[src/rtl/cache_controller.sv]
// Direct-mapped, write-through, write-allocate cache controller fronting a
// fixed-latency RAM; one request outstanding at a time.
module cache_controller #(
  parameter int LINES       = 16,
  parameter int RAM_WORDS   = 4096,
  parameter int RAM_LATENCY = 1
) (
  input  logic        clk,
  input  logic        rst_n,
  input  logic        cpu_req_valid,
  output logic        cpu_req_ready,
  input  logic        cpu_write,
  input  logic [0:31] cpu_address,
  input  logic [0:31] cpu_data,
  output logic        cpu_resp_valid,
  output logic [0:31] cpu_out,
  output logic        cpu_hit,
  output logic [0:15] hit_count,
  output logic [0:15] miss_count,
  output logic [0:31] ram_address,
  output logic [0:31] ram_data,
  output logic        ram_write,
  input  logic [0:31] ram_out
);

  localparam int IW = $clog2(LINES);
  localparam int AW = $clog2(RAM_WORDS);
  localparam int TW = AW - IW;
  localparam logic [2:0] LAST = 3'(RAM_LATENCY - 1);

  typedef enum logic [1:0] {S_IDLE, S_FETCH, S_WRITE, S_RESP} state_t;

  state_t r_state, w_next;

  logic [31:0]    w_addr, w_wdata, w_ram_out;
  logic [IW-1:0]  w_idx, w_ridx;
  logic [TW-1:0]  w_tag, w_rtag;
  logic           w_hit, w_fill, w_last;

  logic [LINES-1:0] r_valid;
  logic [TW-1:0]    r_tag  [LINES];
  logic [31:0]      r_data [LINES];

  logic        r_wr, r_rdhit, r_resp_valid, r_hit_o, r_ram_wr;
  logic [31:0] r_addr, r_wdata, r_rdata, r_out, r_ram_addr, r_ram_data;
  logic [2:0]  r_cnt;
  logic [15:0] r_hits, r_misses;

  // Internal arithmetic uses descending vectors; value is unchanged.
  assign w_addr    = cpu_address;
  assign w_wdata   = cpu_data;
  assign w_ram_out = ram_out;

  assign w_idx  = w_addr[IW-1:0];
  assign w_tag  = w_addr[AW-1:IW];
  assign w_ridx = r_addr[IW-1:0];
  assign w_rtag = r_addr[AW-1:IW];
  assign w_hit  = r_valid[w_idx] && (r_tag[w_idx] == w_tag);
  assign w_last = (r_cnt == LAST);
  assign w_fill = ((r_state == S_FETCH) && w_last) || (r_state == S_WRITE);

  assign cpu_req_ready  = (r_state == S_IDLE);
  assign cpu_resp_valid = r_resp_valid;
  assign cpu_out        = r_out;
  assign cpu_hit        = r_hit_o;
  assign hit_count      = r_hits;
  assign miss_count     = r_misses;
  assign ram_address    = r_ram_addr;
  assign ram_data       = r_ram_data;
  assign ram_write      = r_ram_wr;

  always_ff @(posedge clk or negedge rst_n) begin
    if (!rst_n) r_state <= S_IDLE;
    else        r_state <= w_next;
  end

  always_comb begin
    w_next = r_state;
    case (r_state)
      S_IDLE:  if (cpu_req_valid)
                 w_next = cpu_write ? S_WRITE : (w_hit ? S_RESP : S_FETCH);
      S_FETCH: if (w_last) w_next = S_RESP;
      S_WRITE: w_next = S_RESP;
      S_RESP:  w_next = S_IDLE;
      default: w_next = S_IDLE;
    endcase
  end

  always_ff @(posedge clk or negedge rst_n) begin
    if (!rst_n) begin
      r_wr         <= 1'b0;
      r_rdhit      <= 1'b0;
      r_addr       <= '0;
      r_wdata      <= '0;
      r_rdata      <= '0;
      r_cnt        <= '0;
      r_resp_valid <= 1'b0;
      r_hit_o      <= 1'b0;
      r_out        <= '0;
      r_ram_addr   <= '0;
      r_ram_data   <= '0;
      r_ram_wr     <= 1'b0;
      r_hits       <= '0;
      r_misses     <= '0;
    end else begin
      r_resp_valid <= 1'b0;
      r_ram_wr     <= 1'b0;
      case (r_state)
        S_IDLE: if (cpu_req_valid) begin
          r_wr    <= cpu_write;
          r_addr  <= w_addr;
          r_wdata <= w_wdata;
          r_rdhit <= !cpu_write && w_hit;
          r_cnt   <= '0;
          if (cpu_write) begin
            r_ram_addr <= w_addr;
            r_ram_data <= w_wdata;
            r_ram_wr   <= 1'b1;
          end else if (w_hit) begin
            r_rdata <= r_data[w_idx];
            if (r_hits != 16'hFFFF) r_hits <= r_hits + 16'd1;
          end else begin
            r_ram_addr <= w_addr;
            if (r_misses != 16'hFFFF) r_misses <= r_misses + 16'd1;
          end
        end
        S_FETCH: begin
          if (w_last) r_rdata <= w_ram_out;
          else        r_cnt   <= r_cnt + 3'd1;
        end
        S_RESP: begin
          r_resp_valid <= 1'b1;
          r_hit_o      <= r_rdhit;
          r_out        <= r_wr ? r_wdata : r_rdata;
        end
        default: ;
      endcase
    end
  end

  // Valid bits are the only line state that reset must clear.
  always_ff @(posedge clk or negedge rst_n) begin
    if (!rst_n)      r_valid        <= '0;
    else if (w_fill) r_valid[w_ridx] <= 1'b1;
  end

  always_ff @(posedge clk) begin
    if (w_fill) begin
      r_tag[w_ridx]  <= w_rtag;
      r_data[w_ridx] <= (r_state == S_WRITE) ? r_wdata : w_ram_out;
    end
  end

endmodule

[config.mk]
export PLATFORM = sky130hd
export DESIGN_NAME = cache_controller
export DESIGN_NICKNAME = d
export VERILOG_FILES = /design/src/rtl/cache_controller.sv
export SDC_FILE = /design/constraint.sdc
export NUM_CORES = 1
export LEC_CHECK = 0
export ABC_CLOCK_PERIOD_IN_PS = 6600
export CORE_ASPECT_RATIO = 0.6
export CORE_MARGIN = 1.5
export CORE_UTILIZATION = 40
export DETAILED_ROUTE_END_ITERATION = 8
export SYNTH_ARGS = -nofsm -noshare
export SYNTH_HDL_FRONTEND = slang
export SYNTH_SLANG_ARGS = --single-unit
[constraint.sdc]
create_clock -name clk -period 6.6 [get_ports clk]
set_input_delay 0.66 -clock clk [delete_from_list [all_inputs] [get_ports clk]]
set_output_delay 0.66 -clock clk [all_outputs]
set_load 0.005 [all_outputs]
==> flow_summary.toml <==
[synth]
yosys-mux-area-fraction = 0.210
synth-edff-count = 640
synthFlopType = "edfxtp_1"
synth_compound_area_frac = 0.0127
synth_simple_gate_area_share = 0.0270
synth_top_family_by_area = "multiplexers"
ys_seq_elements = 870
syn-num-nets = 1835
synth_area_per_cell_sq_um = 19.9
async_flop_share = 0.264
ys_seq_area_frac = 0.726
synth_cell_types = 46
synth-adder-area-share = 0.00291
netlist_instances = 1727
synth_warnings = 0
synth_xor_area_frac = 0.00917
syn-cell-area_sq_um = 34400

[clocking]
clock-sinks = 870
clkTransAtPathRegs_ps = 60
cts_resized = 0
ctsLongestPathBuffers = 3
cts_buffers = 82
cts_tree = "yes"
clock-root-buffer = "clkbuf_16"
htree_levels = 3
clk_latency_ps = 670

[pwr]
pwr_density_cell_nw_per_um2 = 411
power.leakage_nw = 14.0
p_total_w = 0.0168
ir_drop_mv = 0.192

[critical_path]
r2r-start = "r_cnt[0]$_DFFE_PN0P_"
required_ps = 7140
worstSetupPathType = "in -> reg"
worstReg2RegEnd = "r_data[8][15]$_DFFE_PP_"
r2r_slack_ps = 3140
cp_max_fo = 84
start_kind = "primary input"
end_kind = "flop"
critPathArrivalTime_ps = 4310
worst-r2r-cell-count = 7
crit_path_end = "r_rdata[13]$_DFFE_PN0P_"
timing.critical_path.from = "cpu_address[30]"

[sta]
min_period_ps = 3780
relSlewSlack = 0.213
skew_ps = 19.9
finalHoldViolCount = 0
rsz0062_at_grt = "no"
setup_viol = 0
fin_ws_ps = 2820
slew_violations = 0
max_freq_mhz = 265
worstMarginPinSlew_ps = 1180
setup_tns_ps = 0
finalCritPeriodShare = 0.572

[grt]
grt_start_max_net_pins = 164
grt_pass1_vias = 18300
grt_overflow_total = 0
grt_pass1_wl_um = 123000
globalRouteTotalUtil = 0.191
antenna_found_initial = 0

[die]
die_w_um = 382
ios = 232
die_h_um = 230
coreArea_sq_um = 85400
start_util = 0.403
fp-row-count = 83
dieArea_sq_um = 87800

[routing]
drtIter0Drc = 1545
wl_per_cell_um = 25.9
antenna_left = 0
drtPass1Iterations = 5
drc = 0
via_count = 17400
vias_per_cell = 5.43
drt-total-wl_um = 83000

[run]
maxCapViolations = 0

[min_path]
hold_path.class = "reg -> reg"

[layout]
fin_util = 0.478
final_cell_mix = "edfxtp_1, dfrtp_1, clkdlybuf4s50_1, mux2_2, mux4_2"
drive_gt1_frac = 0.295
layout_commonest_cell = "edfxtp_1"
area_growth_pct = 18.7
nets = 2099

[placement]
gp_congestion = 0.736
pre_cts_slack_ps = 2120
hpwl_um = 47400
port_buffers = 231

[outcome]
outcome = "finished clean"
-- metal layers --
metal	up-vias	part of all wire	routed length (um)	GRT usage
li1	7468	-	-	-
met1	9382	0.46	38100	0.282
met2	465	0.47	39100	0.296
met3	108	0.051	4230	0.0296
met4	0	0.018	1460	0.0510
met5	-	0	0	0
-- cell families (layout without fill, tap and decap cells) --
kind of cell	after synthesis	after routing
compound gates	72	72
xor+xnor	36	36
fa+ha+maj	8	8
buf+inv	97	429
flops	870	870
mux	458	458
other cells	0	1
simple gates	186	186
-- Yosys cell counts, types with 2 or more instances --
| library cell | number | area share |
|---|---|---|
| a21oi_1 | 36 | 0.0052 |
| a22o_1 | 6 | 0.0015 |
| a22oi_1 | 3 | 0.00065 |
| and2_1 | 3 | 0.00055 |
| and3_1 | 12 | 0.0022 |
| buf_1 | 24 | 0.0026 |
| buf_2 | 21 | 0.0031 |
| buf_4 | 2 | 0.00044 |
| buf_6 | 5 | 0.0016 |
| clkbuf_1 | 36 | 0.0039 |
| dfrtp_1 | 230 | 0.17 |
| edfxtp_1 | 640 | 0.56 |
| ha_1 | 8 | 0.0029 |
| inv_1 | 9 | 0.00098 |
| mux2_2 | 216 | 0.071 |
| mux2i_1 | 54 | 0.016 |
| mux4_2 | 188 | 0.12 |
| nand2_1 | 25 | 0.0027 |
| nand2b_1 | 5 | 0.00091 |
| nand3_1 | 24 | 0.0035 |
| nand4_1 | 10 | 0.0018 |
| nor2_1 | 57 | 0.0062 |
| nor2b_1 | 3 | 0.00055 |
| nor3_1 | 12 | 0.0017 |
| nor4_1 | 8 | 0.0015 |
| o21ai_0 | 11 | 0.0016 |
| o21ai_1 | 2 | 0.00029 |
| o22ai_1 | 5 | 0.00091 |
| or2_2 | 16 | 0.0029 |
| or3_1 | 6 | 0.0011 |
| xnor2_1 | 16 | 0.0041 |
| xor2_1 | 20 | 0.0051 |
-- report_power, final --
group / total [W] / internal [W] / switching (W)
sequential: 0.00817 / 0.00759 / 0.000581
combinational: 0.00388 / 0.00182 / 0.00206
clock: 0.00472 / 0.00265 / 0.00207
total: 0.0168 / 0.0121 / 0.00471
-- sequential cells by signal (all words and copies together) (netlist names), 2 cells and up --
register,flops
r_data,512
r_tag,128
cpu_out,32
r_rdata,32
r_wdata,32
ram_address,32
ram_data,32
hit_count,16
miss_count,16
r_valid,16
r_addr,12
r_cnt,3
r_state,2
-- critical path, cell delays in order --
cell     delay [ps]
buf_6           680
mux4_2          600
mux2i_1         370
a21oi_1         130
a22oi_1         250
nand4_2         200
o31ai_4         250
buf_4           630
mux2_2          410
-- layout make-up --
class | instances | area [sq um]
well taps | 1147 | 1440
flip-flops and latches | 870 | 25000
repair buffers | 268 | 2610
multi-input cells | 760 | 9110
inverters | 9 | 33.8
fillers | 7054 | 44500
clock inverters | 41 | 367
clock buffers | 111 | 2290
diodes | 1 | 2.50
-- how the worst min path moves through the flow --
stage | from | endpoint | slack (ps) | cells past startpoint
5_1_grt | r_valid[14]$_DFFE_PN0N_ | r_valid[14]$_DFFE_PN0N_ | 470 | 1
3_3_place_gp | r_valid[9]$_DFFE_PN0N_ | r_valid[9]$_DFFE_PN0N_ | 450 | 1
4_1_cts | r_valid[13]$_DFFE_PN0N_ | r_valid[13]$_DFFE_PN0N_ | 470 | 1
2_1_floorplan | rst_n | cpu_hit$_DFFE_PN0P_ | 360 | 0
6_report | r_valid[13]$_DFFE_PN0N_ | r_valid[13]$_DFFE_PN0N_ | 460 | 1
3_5_place_dp | r_valid[13]$_DFFE_PN0N_ | r_valid[13]$_DFFE_PN0N_ | 450 | 1
-- stage by stage --
step	hold WS (ps)	area, sq um	cells
5_1_grt	473	40800	3206
3_5_place_dp	449	38200	3053
2_1_floorplan	364	34400	1727
6_report	464	40800	3207
3_3_place_gp	445	38200	3053
4_1_cts	465	40800	3206
-- timing repair --
| action | CTS | global route |
|---|---|---|
| setup buffers | 0 | 0 |
| hold endpoints to repair | 41 | 0 |
| hold buffers | 1 | 0 |
| setup endpoints to repair | 0 | 0 |
(Power assumes the default switching activity.)
